--- src/rtl/branch_direction_predictor.sv ---
// Saturating-counter direction predictor (bimodal or gshare), trained by execute; table swept to init after reset.
// Lookup latency 1 cycle; stall holds the prediction registers, flush clears predictValid.
module branch_direction_predictor #(
    parameter int PC_WIDTH      = 32,
    parameter int INDEX_WIDTH   = 8,
    parameter int HISTORY_WIDTH = 8,
    parameter int COUNTER_WIDTH = 2,
    parameter int MODE          = 1
) (
    input  logic                   clk,
    input  logic                   rst,
    input  logic                   fetchValid,
    input  logic [PC_WIDTH-1:0]    fetchPc,
    input  logic                   stall,
    input  logic                   flush,
    output logic                   predictValid,
    output logic                   predictTaken,
    output logic [INDEX_WIDTH-1:0] predictIndex,
    input  logic                   exIsBranch,
    input  logic                   exIsBranchTaken,
    input  logic [INDEX_WIDTH-1:0] exIndex,
    output logic                   ready
);

    localparam int ENTRIES = 1 << INDEX_WIDTH;
    localparam logic [COUNTER_WIDTH-1:0] CNT_INIT = COUNTER_WIDTH'((1 << (COUNTER_WIDTH - 1)) - 1);
    localparam logic [COUNTER_WIDTH-1:0] CNT_MAX  = {COUNTER_WIDTH{1'b1}};

    typedef enum logic {
        S_INIT,
        S_READY
    } state_t;

    state_t                   r_state;
    state_t                   w_state_nxt;
    logic [INDEX_WIDTH-1:0]   r_sweep_ptr;
    logic [INDEX_WIDTH-1:0]   w_sweep_nxt;
    logic [HISTORY_WIDTH-1:0] r_ghr;
    logic [HISTORY_WIDTH-1:0] w_ghr_shift;
    logic [COUNTER_WIDTH-1:0] r_table [ENTRIES];

    logic                     r_pred_vld;
    logic                     r_pred_taken;
    logic [INDEX_WIDTH-1:0]   r_pred_idx;

    logic [INDEX_WIDTH-1:0]   w_pc_idx;
    logic [INDEX_WIDTH-1:0]   w_lookup_idx;
    logic [COUNTER_WIDTH-1:0] w_lookup_cnt;
    logic [COUNTER_WIDTH-1:0] w_train_cnt;
    logic [COUNTER_WIDTH-1:0] w_train_nxt;
    logic                     w_train_en;
    logic                     w_table_we;
    logic [INDEX_WIDTH-1:0]   w_table_waddr;
    logic [COUNTER_WIDTH-1:0] w_table_wdat;
    logic                     w_unused_pc;

    assign w_unused_pc  = ^fetchPc;
    assign w_pc_idx     = fetchPc[INDEX_WIDTH+1:2];
    // History sits in the low index bits; lookups always see the pre-update ghr.
    assign w_lookup_idx = (MODE == 0) ? w_pc_idx : (w_pc_idx ^ INDEX_WIDTH'(r_ghr));
    assign w_lookup_cnt = r_table[w_lookup_idx];
    assign w_train_cnt  = r_table[exIndex];

    always_comb begin
        w_train_nxt = w_train_cnt;
        if (exIsBranchTaken) begin
            if (w_train_cnt != CNT_MAX) w_train_nxt = w_train_cnt + 1'b1;
        end else begin
            if (w_train_cnt != '0) w_train_nxt = w_train_cnt - 1'b1;
        end
    end

    generate
        if (HISTORY_WIDTH == 1) begin : g_ghr_one
            assign w_ghr_shift = exIsBranchTaken;
        end else begin : g_ghr_wide
            assign w_ghr_shift = {r_ghr[HISTORY_WIDTH-2:0], exIsBranchTaken};
        end
    endgenerate

    always_comb begin
        w_state_nxt   = r_state;
        w_sweep_nxt   = r_sweep_ptr;
        w_train_en    = 1'b0;
        w_table_we    = 1'b0;
        w_table_waddr = exIndex;
        w_table_wdat  = w_train_nxt;
        case (r_state)
            S_INIT: begin
                w_table_we    = 1'b1;
                w_table_waddr = r_sweep_ptr;
                w_table_wdat  = CNT_INIT;
                w_sweep_nxt   = r_sweep_ptr + 1'b1;
                if (r_sweep_ptr == {INDEX_WIDTH{1'b1}}) w_state_nxt = S_READY;
            end
            S_READY: begin
                w_train_en = exIsBranch;
                w_table_we = exIsBranch;
            end
            default: w_state_nxt = S_INIT;
        endcase
    end

    always_ff @(posedge clk or negedge rst) begin
        if (!rst) begin
            r_state      <= S_INIT;
            r_sweep_ptr  <= '0;
            r_ghr        <= '0;
            r_pred_vld   <= 1'b0;
            r_pred_taken <= 1'b0;
            r_pred_idx   <= '0;
        end else begin
            r_state     <= w_state_nxt;
            r_sweep_ptr <= w_sweep_nxt;
            if (w_train_en) r_ghr <= w_ghr_shift;
            if (flush) begin
                r_pred_vld <= 1'b0;
            end else if (!stall) begin
                r_pred_vld <= fetchValid;
                if (fetchValid) begin
                    r_pred_taken <= (r_state == S_READY) && w_lookup_cnt[COUNTER_WIDTH-1];
                    r_pred_idx   <= w_lookup_idx;
                end
            end
        end
    end

    // Counter storage carries no reset; the post-reset sweep defines every entry.
    always_ff @(posedge clk) begin
        if (w_table_we) r_table[w_table_waddr] <= w_table_wdat;
    end

    assign predictValid = r_pred_vld;
    assign predictTaken = r_pred_taken;
    assign predictIndex = r_pred_idx;
    assign ready        = (r_state == S_READY);

endmodule

--- config.mk ---
export PLATFORM = sky130hd
export DESIGN_NAME = branch_direction_predictor
export DESIGN_NICKNAME = d
export VERILOG_FILES = /design/src/rtl/branch_direction_predictor.sv
export SDC_FILE = /design/constraint.sdc
export NUM_CORES = 1
export LEC_CHECK = 0
export CAP_MARGIN = 20
export CORE_MARGIN = 3
export CORE_UTILIZATION = 40
export DETAILED_ROUTE_END_ITERATION = 6
export SLEW_MARGIN = 20
export SYNTH_ARGS = -nofsm -noshare
export SYNTH_HDL_FRONTEND = slang
export SYNTH_SLANG_ARGS = --single-unit
--- constraint.sdc ---
create_clock -name clk -period 14.25 [get_ports clk]
set_clock_uncertainty 0.2 [all_clocks]
set_input_delay 3.5625 -clock clk [delete_from_list [all_inputs] [get_ports clk]]
set_output_delay 3.5625 -clock clk [all_outputs]
set_load 0.02 [all_outputs]
==> results of run 1 <==
## cells in the final DEF (no fill, tap or decap), types with 4 or more instances in the layout
cell	instances
clkbuf_1	9
o31ai_1	8
nor2_1	298
clkdlybuf4s50_1	30
and3_1	8
xor2_1	5
nand2_1	66
mux2i_1	58
a21oi_1	29
nor3_1	12
nor2b_1	5
clkinv_2	11
o21ai_4	4
o22ai_1	17
edfxtp_1	512
bufinv_16	6
a22oi_1	22
dfrtp_1	27
o21ai_0	16
a31oi_1	7
o211ai_1	4
nor3b_1	4
a311oi_1	7
o221ai_1	25
mux4_1	15
a211oi_1	4
nand2b_1	7
nand3_1	17
mux4_2	163
mux2_2	12
buf_4	38
clkinv_1	17
nand4_1	5
clkbuf_16	57
xnor2_1	10
## cells by family after synthesis
group,after synthesis,synth area share (%)
adders and majority gates,1,0.05070
buffers and inverters,112,2.987
DFF,539,65.05
xor gates and xnor gates,20,0.7099
AOI/OAI and AO/OA,160,4.518
muxes,248,19.38
and+or+nand+nor,438,7.312
## worst reg2reg max path, cell delays in order (launching register included)
cell and delay (ps):
dfrtp_1 450, xor2_4 580, buf_4 610, buf_4 690
mux4_2 670, mux4_2 510, a22oi_1 200, a21oi_1 150
or3_1 400
## power by group through the flow
stage	registers [mW]	logic [mW]	clock network, mW
after global placement	1.75	0.159	0
after floorplan	1.75	0.0986	0
after global routing	1.71	0.168	1.55
final	1.71	0.159	1.46
after detailed placement	1.75	0.159	0
after CTS	1.71	0.159	1.48
## cell usage after synthesis, types with 3 or more instances
| cell type | number | area, um^2 |
|---|---|---|
| edfxtp_1 | 512 | 15370 |
| nor2_1 | 298 | 1119 |
| mux4_2 | 163 | 3671 |
| nand2_1 | 68 | 255.2 |
| mux2i_1 | 58 | 580.6 |
| clkbuf_1 | 48 | 180.2 |
| a21oi_1 | 29 | 145.1 |
| dfrtp_1 | 27 | 675.7 |
| o221ai_1 | 25 | 219.0 |
| a22oi_1 | 22 | 165.2 |
| nand3_1 | 17 | 85.08 |
| o22ai_1 | 17 | 106.4 |
| buf_2 | 16 | 80.08 |
| o21ai_0 | 16 | 80.08 |
| buf_6 | 15 | 168.9 |
| mux4_1 | 15 | 394.1 |
| mux2_2 | 12 | 135.1 |
| nor3_1 | 12 | 60.06 |
| xnor2_1 | 12 | 105.1 |
| buf_4 | 9 | 67.56 |
| and3_1 | 8 | 50.05 |
| buf_8 | 8 | 120.1 |
| nand2b_1 | 8 | 50.05 |
| o31ai_1 | 8 | 60.06 |
| xor2_1 | 8 | 70.07 |
| a311oi_1 | 7 | 61.31 |
| a31oi_1 | 7 | 43.79 |
| nand4_1 | 5 | 31.28 |
| nor2b_1 | 5 | 31.28 |
| a211oi_1 | 4 | 30.03 |
| nor3b_1 | 4 | 30.03 |
| o211ai_1 | 4 | 30.03 |
| buf_1 | 3 | 11.26 |
| buf_12 | 3 | 60.06 |
| clkbuf_4 | 3 | 22.52 |
| clkinv_1 | 3 | 11.26 |
| inv_1 | 3 | 11.26 |
| nand3b_1 | 3 | 22.52 |
| o21ai_1 | 3 | 15.01 |
## state kept, by name, indices dropped and copies added, names as in the netlist
register and cells:
ready 1, predictValid 1, predictIndex 8, r_sweep_ptr 8
r_table 512, r_ghr 8, predictTaken 1
## metal layers
layer | share of wire [%] | up-vias | track usage, %
met5 | 0.019 | - | 0
met4 | 2.7 | 2 | 6.340
met3 | 9.0 | 113 | 3.998
met2 | 48 | 703 | 35.09
met1 | 40 | 7677 | 29.39
li1 | - | 6113 | -
## metrics by stage
stage	instance area, um^2	std cells	power [mW]	hold slack (ps)	worst slack [ps]
after floorplan	24670	1518	1.851	286.9	330.3
after global placement	25710	2268	1.906	303.6	4970
after detailed placement	25710	2268	1.906	314.9	4846
after CTS	27540	2373	3.355	327.4	5476
after global routing	27580	2374	3.427	341.2	5395
final	27580	2375	3.335	326.5	5715
## cell type report
type	instances	area, um^2	area share (%)
multi-input combinational	867	8019	29.08
timing repair buffer	74	675.6	2.450
clock inverter	39	365.4	1.325
sequential	539	16050	58.20
tap	782	978.4	3.548
inverter	7	26.28	0.09528
clock buffer	66	1460	5.295
antenna	1	2.502	0.009074
## how the worst min path moves through the flow
stage / from / to / slack (ps) / cells past startpoint
5_1_grt: predictIndex[0]$_DFFE_PN0P_ / predictIndex[0]$_DFFE_PN0P_ / 340 / 1
4_1_cts: predictIndex[5]$_DFFE_PN0P_ / predictIndex[5]$_DFFE_PN0P_ / 330 / 2
2_1_floorplan: r_ghr[0]$_DFFE_PN0P_ / r_ghr[0]$_DFFE_PN0P_ / 290 / 2
3_3_place_gp: predictIndex[0]$_DFFE_PN0P_ / predictIndex[0]$_DFFE_PN0P_ / 300 / 1
3_5_place_dp: predictIndex[0]$_DFFE_PN0P_ / predictIndex[0]$_DFFE_PN0P_ / 310 / 1
6_report: predictIndex[4]$_DFFE_PN0P_ / predictIndex[4]$_DFFE_PN0P_ / 330 / 2
==> out/metrics.cfg, run 1 <==
[outcome]
outcome=finished clean

[setup_path]
start_kind=input pin
cp_num_buf_inv=4
critical_path_required_ps=14350
cp-end-kind=flop
crit_type=in -> reg
crit_family=buffers and inverters
path_cells=buf_8 > buf_12 > mux2i_1 > o221ai_1 > a21oi_1 > o31ai_1 > o211ai_1 > a311oi_1 > o21ai_0 > a21boi_4 > buf_4 > buf_6
worstReg2RegEnd=predictTaken$_DFFE_PN0P_
rrSetupSlack_ps=9650
worst-path-max-fanout=112
cp_slowest_cell=buf_6
critPathArrivalTime_ps=8640
cp-startpoint=exIndex[0]
r2r_cells=8
critical_path_cell_count=12
crit_end=r_table[170][1]$_DFFE_PP_
critical_path.max_stage_delay_ps=670
r2r-start=r_ghr[0]$_DFFE_PN0P_

[layout]
fillCellCount=5221
fin_util_pct=45.44
nNetsFinal=1594
drive_gt1_share_pct=19.91
areaGrowthSynthToFinish_pct=11.76

[yosys]
ys.flop_type=edfxtp_1
synth_area_um2=24670
post_synth.cell_area_avg_um2=16.25
synth_edf_count=512
ys_warn_count=0
synthDistinctLibCells=64
async_reset_ff_share_pct=5.009
syn_inst=1518
yosysSeqAreaShare_pct=65.05
syn-num-nets=1566
synth-seq-cells=539

[global_routing]
grt_remaining_overflow=0
grt_pass1_vias=14772
antenna_found_initial=2
grt_pass1_wl_um=100200
grt_use_total_pct=21.41
grt_start_max_net_pins=117

[clock_tree]
cts-root-buf=clkbuf_16
cts_buffers=57
h-tree-depth=2
clk_path_buf_depth=3
post_cts_buffers=0
postCtsHoldBufs=0
cts-resized-gates=0
clock_sinks=539
clk_pin_slew_ps=60
clk_latency_ps=630
cts_tree=built

[power]
leakage_nw=7.942
pwr_density_cell_nw_per_um2=120.9
switchingPower_mw=0.7207
swShare_pct=21.61
pwr-share-comb_pct=4.8
p_clk_share_pct=43.8
seq_power_share_pct=51.4
p_int_mw=2.614
irDropWorstVdd_uv=86.35

[placed_design]
hpwl_um=41530
gp_congestion=0.8497
port_buffers=33

[floorplanning]
io-pin-count=58
floorplan.initialDensity_pct=40.65
die_w_um=254.4
fp.dieH_um=254.4
design.core.area_um2=60700
dieArea_um2=64700
num_rows=90

[route]
routed_via_density=6.151
ant_nets=0
vias=14608
routed_wl_um=68660
drtIter0Drc=1738
first_pass_iters=5
drcViolationCount=0
wire_per_inst_um=28.91

[timing]
slew_violations=0
tns_ps=0
finalHoldViolCount=0
fin_crit_sh_pct=59.90
rsz0062_at_grt=false
worstMarginPinSlew_ps=1117
clock.fmax_ghz=0.1172
period_needed_ps=8535
relSlewSlack_pct=25.25
setup_viol=0

[job]
maxCapViolations=0

[worst_hold_path]
hold_path_class=reg -> reg

(Power assumes the default switching activity.)
==> run 2: changes to the inputs <==
==> constraint.sdc (replaced) <==
create_clock -name clk -period 7.8 [get_ports clk]
set_clock_uncertainty 0.2 [all_clocks]
set_input_delay 1.95 -clock clk [delete_from_list [all_inputs] [get_ports clk]]
set_output_delay 1.95 -clock clk [all_outputs]
set_load 0.02 [all_outputs]
==> run 2 against run 1 <==
Against the previous run: sequential power is 83% higher; register-to-register slack worse by 5700 ps; clock power is 79% higher; global-route usage is 0.40 points higher; setup slack worse by 4200 ps; cell area is 0.48% higher; via count is 0.79% higher.
==> out/metrics.cfg, run 2 (same netlist as run 1, synthesis figures left out) <==
[placed_design]
hpwl_um=43510  ; +4.8%
place_inst=2291  ; +1.0%
port_buffers=33  ; unchanged
gp_congestion=0.8677  ; +2.1%
dp_slack_ps=1115  ; -3731 ps

[global_routing]
grt_pass1_wl_um=101500  ; +1.3%
grt_start_max_net_pins=153  ; +31%
antenna_found_initial=1  ; -1
grt_pass1_vias=14758  ; -0.095%
grt_remaining_overflow=0  ; unchanged
grt_use_total_pct=21.81  ; +0.40 points

[route]
routed_via_density=6.158  ; +0.12%
ant_nets=0  ; unchanged
drtIter0Drc=1699  ; -2.2%
routed_wl_um=69720  ; +1.5%
wire_per_inst_um=29.16  ; +0.87%
drcViolationCount=0  ; unchanged
first_pass_iters=5  ; unchanged
vias=14724  ; +0.79%

[setup_path]
cp-end-kind=flop
r2r_cells=7  ; -1
critical_path.max_stage_delay_ps=920  ; +250 ps
cp_slowest_cell=clkdlybuf4s50_1
critPathArrivalTime_ps=6390  ; -2250 ps
worstReg2RegEnd=predictTaken$_DFFE_PN0P_
path_cells=clkdlybuf4s50_1 > buf_4 > nor2_1 > a211oi_1 > a21oi_1 > nand4_1 > a221oi_1 > o21ai_0 > a21boi_4 > buf_12
rrSetupSlack_ps=3940  ; -5710 ps
start_kind=input pin
crit_type=in -> reg
r2r-start=r_ghr[0]$_DFFE_PN0P_
worst-path-max-fanout=140  ; +25%
critical_path_required_ps=7920  ; -6430 ps

[layout]
final_common_cell=edfxtp_1
largest_register_ffs=512  ; unchanged
layoutNonFillerInstCount=2391  ; +0.67%
register_area_um2=16050  ; unchanged
nNetsFinal=1613  ; +1.2%
areaGrowthSynthToFinish_pct=12.30
antenna_cells=0  ; -1
fillCellCount=5226  ; +0.096%
mostFrequentLayoutCells=512 x edfxtp_1, 298 x nor2_1, 163 x mux4_2
multi_input_area_um2=8016  ; about the same
drive_gt1_share_pct=20.63  ; +0.72 points
top_register=r_table

[timing]
worstMarginPinSlew_ps=1101  ; -16.13 ps
slew_violations=0  ; unchanged
setup_ws_ps=1523  ; -4192 ps
finalHoldViolCount=0  ; unchanged
tns_ps=0  ; unchanged
period_needed_ps=6277
fin_crit_sh_pct=80.48
rsz0062_at_grt=false
setup_viol=0  ; unchanged
clock.fmax_ghz=0.1593
relSlewSlack_pct=26.32  ; +1.1 points

[power]
pwr-share-comb_pct=5.0  ; +0.2 points
seq_power_share_pct=51.8  ; +0.4 points
leakage_nw=8.009  ; +0.85%
irDropWorstVdd_uv=172.0  ; +99%
p_int_mw=4.749  ; +82%
swShare_pct=21.40  ; -0.21 points
switchingPower_mw=1.293  ; +79%
pwr_density_cell_nw_per_um2=218.0  ; +80%
p_clk_share_pct=43.2  ; -0.6 points

[clock_tree]
clk_path_buf_depth=3  ; unchanged
postCtsHoldBufs=0  ; unchanged
clk_latency_ps=620  ; about the same
cts_buffers=54  ; -5.3%
cts-root-buf=clkbuf_16
clock_sinks=539  ; unchanged
post_cts_buffers=0  ; unchanged
cts_tree=built
clk_pin_slew_ps=60  ; about the same
h-tree-depth=2  ; unchanged
cts-resized-gates=0  ; unchanged

[floorplanning]
die_w_um=254.4  ; unchanged
fp.dieH_um=254.4  ; unchanged
dieArea_um2=64700  ; unchanged
design.core.area_um2=60700  ; unchanged
floorplan.initialDensity_pct=40.65  ; unchanged
io-pin-count=58  ; unchanged
num_rows=90  ; unchanged

[worst_hold_path]
hold_path_class=reg -> reg
holdPathEnd=predictIndex[0]$_DFFE_PN0P_
hold_depth=1  ; -1
hp-start=predictIndex[0]$_DFFE_PN0P_

[outcome]
outcome=finished clean

[job]
maxCapViolations=0  ; unchanged

-- run 2: area by class of cell --
class / count / area share, %
multi-input combinational: 867 / 28.93
tap: 782 / 3.531
inverter: 7 / 0.09483
clock buffer: 66 / 5.039
sequential: 539 / 57.92
timing repair buffer: 96 / 3.179
clock inverter: 34 / 1.300
-- run 2: critical path: cells and delay by family --
kind                   cells  cell delay [ps]
AOI/OAI and AO/OA          5             1680
buffers and inverters      3             1860
and+or+nand+nor            2              780
-- run 2: power by group through the flow --
stage | logic (mW) | registers [mW] | clock network (mW)
finish | 0.300 | 3.13 | 2.61
global route | 0.315 | 3.13 | 2.78
CTS | 0.299 | 3.13 | 2.65
detailed placement | 0.298 | 3.19 | 0
global placement | 0.297 | 3.19 | 0
floorplan | 0.181 | 3.20 | 0
-- run 2: how the worst max path moves through the flow --
stage,cells after the start,end,from
3_3_place_gp,11,r_table[66][1]$_DFFE_PP_,exIndex[2]
3_5_place_dp,11,r_table[66][1]$_DFFE_PP_,exIndex[2]
2_1_floorplan,14,r_table[0][1]$_DFFE_PP_,exIndex[0]
6_report,10,r_table[101][1]$_DFFE_PP_,exIndex[2]
4_1_cts,11,r_table[185][1]$_DFFE_PP_,exIndex[2]
5_1_grt,11,r_table[74][1]$_DFFE_PP_,exIndex[2]
-- run 2: routing by layer --
layer | global-route usage [%] | part of all wire [%] | vias to the layer above
met5 | 0 | 0.019 | -
met4 | 7.913 | 3.7 | 2
met3 | 4.650 | 9.1 | 151
met2 | 34.88 | 47 | 767
met1 | 29.72 | 40 | 7653
li1 | - | - | 6151
-- run 2: metrics by stage --
stage | total power, mW | hold slack (ps) | cell area (um^2) | util [%]
floorplan | 3.382 | 286.9 | 24690 | -
global placement | 3.488 | 299.1 | 25950 | 42.76
detailed placement | 3.490 | 303.4 | 25950 | 42.76
CTS | 6.079 | 316.9 | 27710 | 45.65
global route | 6.221 | 341.4 | 27710 | 45.65
finish | 6.042 | 312.3 | 27710 | 45.65
